## src/rtl/sram_pkg.sv

```systemverilog
// Shared types and sizes for the two-requester SRAM arbiter/controller.
package sram_pkg;

  localparam int unsigned DATA_W = 16;
  localparam int unsigned ADDR_W = 4;
  localparam int unsigned NREQ   = 2;

  typedef enum logic [2:0] {
    StIdle,
    StSetup,
    StAccess,
    StRecover,
    StErr
  } state_e;

endpackage

```

## src/rtl/rr_arbiter2.sv

```systemverilog
// Two-way arbiter producing a one-hot grant. Round-robin when SRAM_ARB_RR_EN is
// defined, otherwise fixed priority with requester 0 highest and no pointer.
module rr_arbiter2 (
  input  logic       clk,
  input  logic       rst,
  input  logic [1:0] i_req,
  input  logic       i_adv,
  output logic [1:0] o_gnt
);

`ifdef SRAM_ARB_RR_EN
  // Id of the requester granted most recently; reset to 1 so requester 0 wins first.
  logic r_last;

  always_ff @(posedge clk) begin
    if (rst) begin
      r_last <= 1'b1;
    end else if (i_adv) begin
      r_last <= o_gnt[1];
    end
  end

  always_comb begin
    o_gnt = i_req;
    if (&i_req) begin
      o_gnt = r_last ? 2'b01 : 2'b10;
    end
  end
`else
  logic w_unused;
  assign w_unused = ^{clk, rst, i_adv};

  always_comb begin
    o_gnt = i_req[0] ? 2'b01 : i_req;
  end
`endif

endmodule

```

## src/rtl/sram_arb_ctrl.sv

```systemverilog
// Arbitrates two requesters onto one asynchronous SRAM with registered strobes.
// Define SRAM_ARB_RR_EN for round-robin arbitration (fixed priority otherwise).
module sram_arb_ctrl
  import sram_pkg::*;
#(
  parameter int unsigned ACC_CYCLES = 2,
  parameter int unsigned DEPTH      = 8
) (
  input  logic                   clk,
  input  logic                   rst,
  input  logic [NREQ-1:0]        Req,
  input  logic [NREQ-1:0]        Wr,
  input  logic [NREQ*ADDR_W-1:0] Addr,
  input  logic [NREQ*DATA_W-1:0] Wdata,
  output logic [NREQ-1:0]        Ack,
  output logic [DATA_W-1:0]      Rdata,
  output logic                   Err,
  output logic                   Busy,
  output logic                   Cs_n,
  output logic                   We_n,
  output logic                   Oe_n,
  output logic [ADDR_W-1:0]      Sram_addr,
  output logic [DATA_W-1:0]      Sram_dout,
  output logic                   Sram_doe,
  input  logic [DATA_W-1:0]      Sram_din
);

  state_e              r_state, w_state_d;
  logic [3:0]          r_cnt, w_cnt_d;
  logic                r_id, r_wr, w_id_d, w_wr_d;
  logic                r_cs_n, r_we_n, r_oe_n, r_doe, r_err;
  logic                w_cs_n_d, w_we_n_d, w_oe_n_d, w_doe_d, w_err_d;
  logic [NREQ-1:0]     r_ack, w_ack_d, w_gnt;
  logic [DATA_W-1:0]   r_rdata, w_rdata_d, r_sram_dout;
  logic [ADDR_W-1:0]   r_sram_addr, w_sel_addr;
  logic [DATA_W-1:0]   w_sel_wdata;
  logic                w_grant, w_win_id, w_adv, w_oor;

  assign w_grant     = |w_gnt;
  assign w_win_id    = w_gnt[1];
  assign w_adv       = (r_state == StIdle) && w_grant;
  assign w_sel_addr  = w_win_id ? Addr[2*ADDR_W-1:ADDR_W] : Addr[ADDR_W-1:0];
  assign w_sel_wdata = w_win_id ? Wdata[2*DATA_W-1:DATA_W] : Wdata[DATA_W-1:0];
  assign w_oor       = 32'(w_sel_addr) >= DEPTH;
  // In IDLE the transaction fields come straight from the winner, later from the latch.
  assign w_id_d      = (r_state == StIdle) ? w_win_id : r_id;
  assign w_wr_d      = (r_state == StIdle) ? Wr[w_win_id] : r_wr;

  rr_arbiter2 u_arb (
    .clk   (clk),
    .rst   (rst),
    .i_req (Req),
    .i_adv (w_adv),
    .o_gnt (w_gnt)
  );

  always_ff @(posedge clk) begin
    if (rst) begin
      r_state     <= StIdle;
      r_cnt       <= '0;
      r_id        <= 1'b0;
      r_wr        <= 1'b0;
      r_cs_n      <= 1'b1;
      r_we_n      <= 1'b1;
      r_oe_n      <= 1'b1;
      r_doe       <= 1'b0;
      r_err       <= 1'b0;
      r_ack       <= '0;
      r_rdata     <= '0;
      r_sram_addr <= '0;
      r_sram_dout <= '0;
    end else begin
      r_state <= w_state_d;
      r_cnt   <= w_cnt_d;
      r_id    <= w_id_d;
      r_wr    <= w_wr_d;
      r_cs_n  <= w_cs_n_d;
      r_we_n  <= w_we_n_d;
      r_oe_n  <= w_oe_n_d;
      r_doe   <= w_doe_d;
      r_err   <= w_err_d;
      r_ack   <= w_ack_d;
      r_rdata <= w_rdata_d;
      if (w_adv && !w_oor) begin
        r_sram_addr <= w_sel_addr;
        r_sram_dout <= w_sel_wdata;
      end
    end
  end

  always_comb begin
    w_state_d = r_state;
    w_cnt_d   = r_cnt;
    unique case (r_state)
      StIdle: begin
        if (w_grant) w_state_d = w_oor ? StErr : StSetup;
      end
      StSetup: begin
        w_state_d = StAccess;
        w_cnt_d   = 4'(ACC_CYCLES - 1);
      end
      StAccess: begin
        if (r_cnt == '0) w_state_d = StRecover;
        else             w_cnt_d   = r_cnt - 4'd1;
      end
      StRecover, StErr: w_state_d = StIdle;
      default:          w_state_d = StIdle;
    endcase
  end

  // Outputs are decoded from the next state so every strobe leaves a flop.
  always_comb begin
    w_cs_n_d  = !(w_state_d inside {StSetup, StAccess, StRecover});
    w_we_n_d  = !((w_state_d == StAccess) && w_wr_d);
    w_oe_n_d  = !((w_state_d == StAccess) && !w_wr_d);
    w_doe_d   = w_wr_d && (w_state_d inside {StSetup, StAccess, StRecover});
    w_err_d   = (w_state_d == StErr);
    w_ack_d   = '0;
    w_rdata_d = '0;
    if (w_state_d inside {StRecover, StErr}) w_ack_d[w_id_d] = 1'b1;
    // Entering RECOVER is the edge closing the last ACCESS cycle: capture there.
    if ((w_state_d == StRecover) && !w_wr_d) w_rdata_d = Sram_din;
  end

  assign Ack       = r_ack;
  assign Rdata     = r_rdata;
  assign Err       = r_err;
  assign Busy      = (r_state != StIdle);
  assign Cs_n      = r_cs_n;
  assign We_n      = r_we_n;
  assign Oe_n      = r_oe_n;
  assign Sram_addr = r_sram_addr;
  assign Sram_dout = r_sram_dout;
  assign Sram_doe  = r_doe;

endmodule

```

## config.mk

```make
export PLATFORM = sky130hd
export DESIGN_NAME = sram_arb_ctrl
export DESIGN_NICKNAME = d
export VERILOG_FILES = /design/src/rtl/sram_pkg.sv /design/src/rtl/rr_arbiter2.sv /design/src/rtl/sram_arb_ctrl.sv
export SDC_FILE = /design/constraint.sdc
export NUM_CORES = 1
export LEC_CHECK = 0
export CAP_MARGIN = 0
export CORE_MARGIN = 1
export CORE_UTILIZATION = 35
export DETAILED_ROUTE_END_ITERATION = 7
export GPL_ROUTABILITY_DRIVEN = 1
export PLACE_DENSITY = 0.86
export SETUP_SLACK_MARGIN = 0.1
export SLEW_MARGIN = 20
export SYNTH_ARGS = -nofsm -noshare
export SYNTH_HDL_FRONTEND = slang
export SYNTH_SLANG_ARGS = --single-unit
```

## constraint.sdc

```tcl
create_clock -name clk -period 1.75 [get_ports clk]
set_input_delay 0.2625 -clock clk [delete_from_list [all_inputs] [get_ports clk]]
set_output_delay 0.2625 -clock clk [all_outputs]
set_load 0.02 [all_outputs]
```

Yosys cells after proc, flatten, opt, wreduce, memory -nomap -nowiden:

Cells that the tools add are included.

* add/sub/neg operators: 1
* order comparisons: 4
* equal/unequal tests: 7
* multiplexer cells: 15
* bitwise operators: 2
* reduce and logical (&&, ||, !) cells: 22

Operator list (number)
* 2-to-1 mux 16 bit: 1
* equality test 3 x 2 -> 1 bit (second input constant): 3
* 2-to-1 mux 3 bit: 3
* one-hot mux 3 bit (3 select lines): 1
* 2-to-1 mux 4 bit: 2
* one-hot mux 4 bit (2 select lines): 1
* logical AND 1 bit: 7
* equality test 3 x 1 -> 1 bit (second input constant): 2
* nonzero test 3 bit: 2
* OR reduction 2 bit: 3
* zero test 1 bit: 5
* 2-to-1 mux 1 bit: 5
* >= comparator 4 bit (second input constant): 1
* zero test 4 bit: 1
* less-than comparator 1 x 2 -> 1 bit (second input constant): 2
* nonzero test 2 bit: 2
* subtractor 4 x 1 -> 4 bit (second input constant): 1
* equality test 3 bit (second input constant): 1
* zero test 3 bit: 1
* 2-to-1 mux 2 bit: 1
* inequality test 2 bit (second input constant): 1
* NOT 1 bit: 2
* AND reduction 2 bit: 1
* demux 1 bit (select 1 bit): 1
* >= comparator 1 bit (second input constant): 1

* flip-flop bits (word level): 52
* bits of input ports: 62

Logic depth before layout (Yosys ltp):

Gate-level depths: netlist of run 1.

* word-level depth: 10
* gate-level depth with buffers: 7
* gate-level depth less buffers: 6

Cells and area by module:

From an unflattened synthesis of run 1, not the netlist that was laid out.

* cells, all modules: 195
* area, all modules: 2152.1 sq um

Modules (own cells, without submodules)
* sram_arb_ctrl: instances 1, cells each 193, area an instance 2130.8 sq um, seq. area each 1041.0 sq um
* rr_arbiter2: instances 1, cells each 2, area an instance 21.3 sq um, seq. area each 0.0 sq um

Worst setup path before layout of run 1:

OpenSTA, ideal clock, no wires.

* kind: reg-to-reg
* from: register r_state[1]
* to: register r_rdata[10] (netlist: Rdata[10])
* arrival: 1.689 ns
* required time: 1.691 ns
* slack: 0.002 ns
* stages on the path, launching flop included: 8
* path buffers: 3
* path through: dfxtp_1 buf_2 or3_1 buf_2 a2111oi_4 o211a_1 buf_2 and2_1

* cells in the longest elaborated chain, start to end: 6
* elaborated cells on any way between the ends: 12
* those cells by class: eq/ne: 3; mux: 4; bitwise: 1; reduce/logical: 4

Ends and longest elaborated chain
* from (decl): line sram_arb_ctrl.sv:28 `state_e r_state, w_state_d;`
* from (signal assigned): line sram_arb_ctrl.sv:59 `r_state <= StIdle;`
* from (signal assigned): line sram_arb_ctrl.sv:73 `r_state <= w_state_d;`
* equality test 3 x 2 -> 1 bit, or another cell as far along: line sram_arb_ctrl.sv:94 `unique case (r_state)`
* one-hot mux 3 bit (3 select lines) or 2-to-1 mux 1 bit (tied branches): line sram_arb_ctrl.sv:94, sram_arb_ctrl.sv:47
* equality test 3 x 2 -> 1 bit or zero test 1 bit (tied branches): line sram_arb_ctrl.sv:122 `if ((w_state_d == StRecover) && !w_wr_d) w_rdata_d = Sram_din;`
* logical AND 1 bit *: line sram_arb_ctrl.sv:122
* NOT 1 bit (no line) *
* OR reduction 2 bit (no line) *
* to (signal assigned): line sram_arb_ctrl.sv:83 `r_rdata <= w_rdata_d;`
* to (decl): line sram_arb_ctrl.sv:34 `logic [DATA_W-1:0] r_rdata, w_rdata_d, r_sram_dout;`

Every way passes the cells marked *; elsewhere a longest branch is shown, timed or not.
A chain may end at the register's enable or synchronous reset.

Worst setup path in the final report of run 1:

* from: register r_state[2]
* to: register r_rdata[4] (netlist: Rdata[4])

The elaborated chain is that of the path after synthesis.

==> impl_metrics.ini, run 1 <==
[outcome]
status = finished clean

[clocking]
clk_pin_slew_ns = 0.10
hold_buffers = 0
clock_path_buffers = 2
cts_tree = yes
cts.sinks = 52
clockRootBuffer = clkbuf_8
clk_latency_ns = 0.31
cts_buffers = 5
cts_max_level = 2

[die]
core_um2 = 5270
boundaryPins = 106
initial_core_util_pct = 37.49
num_rows = 26
die_area_um2 = 5949
fp.dieH_um = 77.13
die_x_um = 77.13

[sta]
rsz0062_at_grt = yes
fmax_mhz = 606.1
max_slew_margin_pct = 74.02
finalCritPeriodShare_pct = 94.27
timing.final.max_slew_violations = 0
tightest_slew_ns = 0.3843
layout_min_cycle_time_ns = 1.650
finalSetupViolations = 0
hold_violations = 0
setup_slack_ns = 0.1002
final.setup_skew_ns = 0.005639

[routing]
antenna_left = 0
drtPass1Iterations = 4
viasPerCell = 4.705
wirelength_um = 5183
drt_iter0_markers = 53
wl_per_cell_um = 13.43
drc_errors = 0
detailroute.via_count = 1816

[finish]
num_antenna_cells = 0
seqCellArea_um2 = 1045
layout.nets = 379
drive_gt1_share_pct = 17.41
multi_input_area_um2 = 947.2
final_common_cell = clkdlybuf4s50_1
stdcell_count = 386
syn_to_final_growth_pct = 76.76
final_cell_mix = clkdlybuf4s50_1, dfxtp_1, nor2_1
nFillCells = 436

[critical_path]
r2r_setup_slack_ns = 0.10
slowest_stage = or3_4
cp-start-kind = flip-flop
cp.arrival_ns = 1.91
critical_path_class = flip-flop to flip-flop
crit_fanout = 8
slowest_delay_ns = 0.41
crit_chain = or3_4 -> a2111oi_4 -> buf_6 -> o211a_4 -> clkbuf_16 -> and2_1
cp-end-kind = flip-flop
required_ns = 2.01

[logic_synthesis]
syn_nets = 259
syn_area_um2 = 1976
synth_ff_type = dfxtp_1
synthCells = 195
async_flop_share_pct = 0
synth_cell_types = 32
synth_edf_count = 0
synth_warnings = 0
avgSynthCellArea_um2 = 10.13
ys_seq_elements = 52
ys_seq_area_share_pct = 52.69

[placed_design]
dp_hpwl_um = 3428
portBuffers = 105
dp_cells = 372
place_congestion = 0.8074
pre_cts_ws_ns = -0.2890

[power]
report.power.total_w = 0.003249
power_leakage_nw = 1.414
power.density_nw_per_um2 = 930.3
worst_ir_drop_vdd_mv = 0.4273

[job]
maxCapViolations = 0

[global_routing]
antenna_found_initial = 0
grt_max_degree = 27
grt_overflow_total = 0
grt_first_pass_wirelength_um = 8004
grt_usage_pct = 16.93
grt_pass1_vias = 1791

[worst_hold_path]
hp-class = flip-flop to flip-flop
cell usage after synthesis (2+ instances only):
library cell / n / area [um2]
nand2b_1: 2 / 12.51
o21ai_0: 2 / 10.01
nand3_1: 2 / 10.01
nor3b_1: 2 / 15.01
nand3b_1: 2 / 15.01
clkbuf_1: 5 / 18.77
ha_1: 2 / 25.02
buf_2: 7 / 35.03
inv_1: 3 / 11.26
mux2i_1: 19 / 190.2
dfxtp_1: 52 / 1041
a21oi_1: 5 / 25.02
nor2b_1: 3 / 18.77
a211oi_1: 19 / 142.6
mux2_2: 2 / 22.52
nand2_1: 3 / 11.26
nor2_1: 29 / 108.9
xnor2_1: 2 / 17.52
nor3_1: 6 / 30.03
and2_1: 16 / 100.1
kinds of logic after synthesis:
group	share of synthesized area (%)
AO/OA/AOI/OAI	11.34
buffers and inverters	3.293
flip-flops	52.69
multiplexers	10.77
AND/OR/NAND/NOR	19.76
adder cells (fa/ha/maj)	1.266
XOR/XNOR	0.8868
where the power goes:
part | leakage (nW) | switching, W | internal (W)
clock | 0.0423 | 0.000413 | 0.000291
combinational | 0.945 | 0.000534 | 0.000633
sequential | 0.426 | 0.0000599 | 0.00132
total | 1.41 | 0.00101 | 0.00224
cell type report:
cell class	count	share of cell area, %
inverter	3	0.3225
timing repair buffer	125	37.41
multi-input combinational	128	27.12
clock buffer	5	1.971
clock inverter	3	0.7524
sequential	52	29.92
tap	70	2.508
path summary, 6_finish.rpt:
path,from,endpoint,cells after the start
max,r_state[2],Rdata[4],6
min,Sram_addr[3],Sram_addr[3],1
max reg2reg,r_state[2],Rdata[4],6
min reg2reg,Sram_addr[3],Sram_addr[3],1
metrics by stage:
stage               hold slack, ns  setup TNS [ns]  utilization [%]  cell area (um2)
finish                      0.4796               0            66.26             3492
global route                0.5006               0            66.26             3492
CTS                         0.4888               0            63.32             3337
detailed placement          0.4734          -9.229            60.54             3191
global placement            0.4665          -7.641            60.54             3191
floorplan                   0.3842               0                -             1994
timing repair:
action                     4_1_cts  5_1_grt
pin swaps                        1       12
setup endpoints to repair       36       42
buffers inserted                 2        0
resized for setup                4       24
gates cloned                     1        3
state kept, by name (all words and copies together) (netlist names):
signal / cells
Ack: 2
Sram_dout: 16
r_wr: 1
Oe_n: 1
r_state: 3
Cs_n: 1
Rdata: 16
Err: 1
Sram_addr: 4
We_n: 1
Sram_doe: 1
r_cnt: 4
r_id: 1
critical path, delay by kind of cell (launching register included):
family                 cells  cell delay, ns
AOI/OAI and AO/OA          2            0.42
DFF                        1            0.33
and+or+nand+nor            2            0.53
buffers and inverters      2            0.32
metal layers:
metal / vias to the layer above / track usage [%] / wire, um / share of wire, %
li1: 920 / - / - / -
met1: 818 / 19.50 / 2123 / 41
met2: 72 / 29.29 / 2618 / 51
met3: 6 / 6.190 / 391 / 7.5
met4: 0 / 4.528 / 50 / 0.96
met5: - / 0 / 0 / 0
No activity file was read; power rests on OpenSTA's default activity.
==> run 2, diff against run 1 <==
TNS_END_PERCENT = 1   (was unset)
==> run 2 against run 1 <==
Maximum frequency down 2.9%; power down 2.3%; critical path depth is 1 higher; global-route usage grew 0.26 points; setup slack worse by 0.050 ns; via count down 0.66%; utilization shrank 2.6 points; routed wire length is 4.0% lower; sequential share of layout area increased by 1.2 points; die area unchanged; clock skew decreased by 0.0011 ns.
==> impl_metrics.ini, run 2 (synthesis gave the netlist of run 1 again) <==
[outcome]
status = finished clean

[finish]
num_antenna_cells = 0
layout.nets = 375
final_common_cell = clkdlybuf4s50_1
multi_input_area_um2 = 899.6
seqCellArea_um2 = 1042
final_cell_mix = clkdlybuf4s50_1, dfxtp_1, nor2_1
utilization_pct = 63.63
syn_to_final_growth_pct = 69.73
nFillCells = 460
drive_gt1_share_pct = 11.54

[critical_path]
cp-end-kind = flip-flop
slowest_stage = clkdlybuf4s50_1
slowest_delay_ns = 0.48
cp-start-kind = input port
cp.arrival_ns = 1.95
required_ns = 2.00
crit_chain = clkdlybuf4s50_1 -> and3b_1 -> a2111oi_4 -> buf_4 -> o211a_1 -> buf_12 -> and2_1
critical_path_class = input port to flip-flop
crit_fanout = 16

[sta]
timing.final.max_slew_violations = 0
rsz0062_at_grt = yes
finalSetupViolations = 0
totalNegativeSetupSlack_ns = 0
layout_min_cycle_time_ns = 1.699
fin_hold_ws_ns = 0.4849
hold_violations = 0
max_slew_margin_pct = 75.12
final.setup_skew_ns = 0.004580
finalCritPeriodShare_pct = 97.11
fmax_mhz = 588.4
tightest_slew_ns = 0.3680

[routing]
detailroute.via_count = 1804
drt_iter0_markers = 89
antenna_left = 0
wl_per_cell_um = 13.03
drtPass1Iterations = 4
drc_errors = 0
viasPerCell = 4.723
wirelength_um = 4977

[clocking]
clock_path_buffers = 2
cts_buffers = 5
clk_pin_slew_ns = 0.10
cts_tree = yes
cts.sinks = 52
clockRootBuffer = clkbuf_8
clk_latency_ns = 0.31
cts_max_level = 2

[die]
die_x_um = 77.13
fp.dieH_um = 77.13
num_rows = 26
core_um2 = 5270
die_area_um2 = 5949
boundaryPins = 106
initial_core_util_pct = 37.49

[power]
switching_share_pct = 30.78
worst_ir_drop_vdd_mv = 0.4959
report.power.total_w = 0.003175
power_leakage_nw = 1.357
power.density_nw_per_um2 = 946.9
comb_power_share_pct = 34.1
pwr-share-seq_pct = 43.4
clkPwrFrac_pct = 22.4
p_switching_w = 0.0009775
internal_power_w = 0.002198

[global_routing]
grt_max_degree = 27
met2_usage_pct = 30.27
grt_pass1_vias = 1718
grt_first_pass_wirelength_um = 8073
grt_busiest_layer = met2
antenna_found_initial = 0
global_route.usage.met1_pct = 20.10
grt_overflow_total = 0
grt_usage_pct = 17.19
met3_usage_pct = 4.405

[placed_design]
place_congestion = 0.7924
portBuffers = 105
dp_hpwl_um = 3538

[job]
maxCapViolations = 0

[worst_hold_path]
hp-class = flip-flop to flip-flop
run 2: changes by cell type in the layout (fill, tap and decap cells not counted), moves of 3 or more:
cell       before  now
clkbuf_16       3    0
and2_4          7    0
a211oi_1       13   16
a211oi_2        6    3
and2_1          9   16
run 2: power groups by stage:
stage | Clock (W) | Combinational (W) | Sequential, W
after floorplan | 0 | 0.000378 | 0.00153
after global placement | 0 | 0.000997 | 0.00140
after detailed placement | 0 | 0.00102 | 0.00140
after CTS | 0.000733 | 0.00108 | 0.00138
after global routing | 0.000785 | 0.00117 | 0.00140
final | 0.000712 | 0.00108 | 0.00138
run 2: worst paths after layout:
kind,startpoint,to,slack [ns],cells after the start
hold / removal,r_id,r_id,0.48,2
hold reg to reg,r_id,r_id,0.48,2
setup reg to reg,r_state[2],Rdata[8],0.09,6
setup / recovery,Req[0],Rdata[8],0.05,7
run 2: critical path: cells and delay by family:
| kind | cells | cell delay [ns] |
|---|---|---|
| and+or+nand+nor | 2 | 0.36 |
| buffers and inverters | 3 | 0.82 |
| AOI/OAI and AO/OA | 2 | 0.51 |
run 2: layout make-up:
cell class	count	area share (%)
timing repair buffer	121	36.27
multi-input combinational	128	26.83
inverter	3	0.3358
sequential	52	31.08
clock buffer	5	2.052
tap	70	2.612
clock inverter	3	0.8209
run 2: metal layers:
| layer | vias up | part of all wire (%) |
|---|---|---|
| met5 | - | 0 |
| li1 | 904 | - |
| met2 | 82 | 50 |
| met3 | 9 | 6.3 |
| met1 | 809 | 42 |
| met4 | 0 | 1.5 |
run 2: stage by stage:
stage                     std cells  area [um2]  worst slack, ns
after global routing            382        3353         -0.02040
final                           382        3353          0.05062
after detailed placement        372        3191          -0.3123
after CTS                       382        3338          0.06873
after floorplan                 195        1976          0.02729
after global placement          372        3191          -0.2354
run 2: repair_timing:
item | in CTS | in global routing
pin swaps | 1 | 0
buffers inserted | 1 | 0
setup endpoints to repair | 38 | 38
hold buffers | 0 | 0
gates cloned | 1 | 0
gates resized for setup | 6 | 5
endpoints found under the hold margin | 0 | 0
==> run 3, diff against run 2 <==
PLACE_DENSITY = 0.74   (was 0.86)
==> run 3 against run 2 <==
Via count shrank 0.17%; clock skew grew 0.0017 ns; routed wire length is 3.3% higher; combinational power grew 5%; final area up 3.5%; die area unchanged; global-route usage is 0.58 points lower; register-to-register slack got worse by 0.03 ns; critical path depth is 1 lower; setup slack improved by 0.012 ns; critical path type is now flip-flop to flip-flop.
==> impl_metrics.ini, run 3 (synthesis gave the netlist of run 1 again) <==
[critical_path]
worst-path-buf-inv = 2
path_delay_family = simple AND/OR/NAND/NOR gates
critical_path_class = flip-flop to flip-flop
slowest_delay_ns = 0.41
crit_fanout = 8
slowest_stage = or3_4
cp-start-kind = flip-flop
cp.arrival_ns = 1.93
cp-end-kind = flip-flop
required_ns = 2.00
crit_chain = or3_4 -> a2111oi_4 -> buf_6 -> o211a_4 -> clkbuf_16 -> and2_1

[global_routing]
grt_pass1_vias = 1691
grt_overflow_total = 0
antenna_found_initial = 0
grt_first_pass_wirelength_um = 7803
grt_max_degree = 23
grt_usage_pct = 16.61

[clocking]
cts_tree = yes
clk_latency_ns = 0.30
cts_buffers = 5
cts.sinks = 52
hold_buffers = 0
clk_pin_slew_ns = 0.09
cts_max_level = 2
clock_path_buffers = 2
clockRootBuffer = clkbuf_8

[finish]
syn_to_final_growth_pct = 75.68
utilization_pct = 65.86
num_antenna_cells = 0
layout.nets = 379
final_common_cell = clkdlybuf4s50_1
final_cell_mix = clkdlybuf4s50_1, dfxtp_1, nor2_1
drive_gt1_share_pct = 13.92
finalInstanceArea_um2 = 3471

[sta]
tightest_slew_ns = 0.4127
final.setup_skew_ns = 0.006240
layout_min_cycle_time_ns = 1.687
hold_violations = 0
finalSetupViolations = 0
max_slew_margin_pct = 72.10
finalCritPeriodShare_pct = 96.40
totalNegativeSetupSlack_ns = 0
timing.final.max_slew_violations = 0
rsz0062_at_grt = yes
fmax_mhz = 592.7

[die]
initial_core_util_pct = 37.49
boundaryPins = 106
core_um2 = 5270
fp.dieH_um = 77.13
die_x_um = 77.13
die_area_um2 = 5949
num_rows = 26

[power]
report.power.total_w = 0.003361
worst_ir_drop_vdd_mv = 0.5101
power.density_nw_per_um2 = 968.4
power_leakage_nw = 1.421

[job]
maxCapViolations = 0

[outcome]
status = finished clean

[routing]
detailroute.via_count = 1801
antenna_left = 0
drt_iter0_markers = 64
viasPerCell = 4.666
drtPass1Iterations = 4
wl_per_cell_um = 13.32
drc_errors = 0
wirelength_um = 5140

[worst_hold_path]
hp-class = flip-flop to flip-flop

[placed_design]
portBuffers = 105
place_congestion = 0.7943
dp_hpwl_um = 3555
placed_cell_area_um2 = 3206
## run 3: through the flow
step	hold slack (ns)	setup slack, ns	std cells
after floorplan	0.3842	0.02729	195
after global placement	0.4635	-0.2301	374
after detailed placement	0.4795	-0.3049	374
after CTS	0.4937	0.006233	384
after global routing	0.4940	-0.007074	386
final	0.4878	0.06293	386
## run 3: path summary, 6_finish.rpt
check	cells after the start	endpoint	from	slack, ns
setup / recovery	6	Rdata[7]	r_state[1]	0.06
hold / removal	1	Sram_addr[3]	Sram_addr[3]	0.49
setup reg to reg	6	Rdata[7]	r_state[1]	0.06
hold reg to reg	1	Sram_addr[3]	Sram_addr[3]	0.49
## run 3: final cells by class
cell class / instances / area [um2]
fill: 441 / 1799
timing repair buffer: 125 / 1294
sequential: 52 / 1044
multi-input combinational: 128 / 913.4
tap: 70 / 87.58
clock buffer: 6 / 82.58
clock inverter: 2 / 38.79
inverter: 3 / 11.26
## run 3: worst register-to-register path, cell delays in order, from the launching register on
cell and delay, ns:
dfxtp_2 0.33, or3_4 0.41, a2111oi_4 0.21, buf_6 0.18, o211a_4 0.21, clkbuf_16 0.15
and2_1 0.14
## run 3: layer usage
metal / routed length, um / up-vias / track usage, %
met3: 427 / 6 / 6.190
met1: 2156 / 797 / 20.38
met5: 0 / - / 0
met4: 43 / 0 / 4.528
met2: 2513 / 84 / 27.08
li1: - / 914 / -
## run 3: what timing repair did
action                                 4_1_cts  5_1_grt
setup endpoints to repair                   37       40
pin swaps                                    1        6
endpoints found under the hold margin        0        0
setup buffers                                1        0
cloned                                       1        2
resized for setup                            3       13
## run 3: report_power, final
group / leakage (nW) / internal [W] / switching (W)
sequential: 0.426 / 0.00132 / 0.0000608
clock: 0.0614 / 0.000468 / 0.000388
combinational: 0.934 / 0.000617 / 0.000511
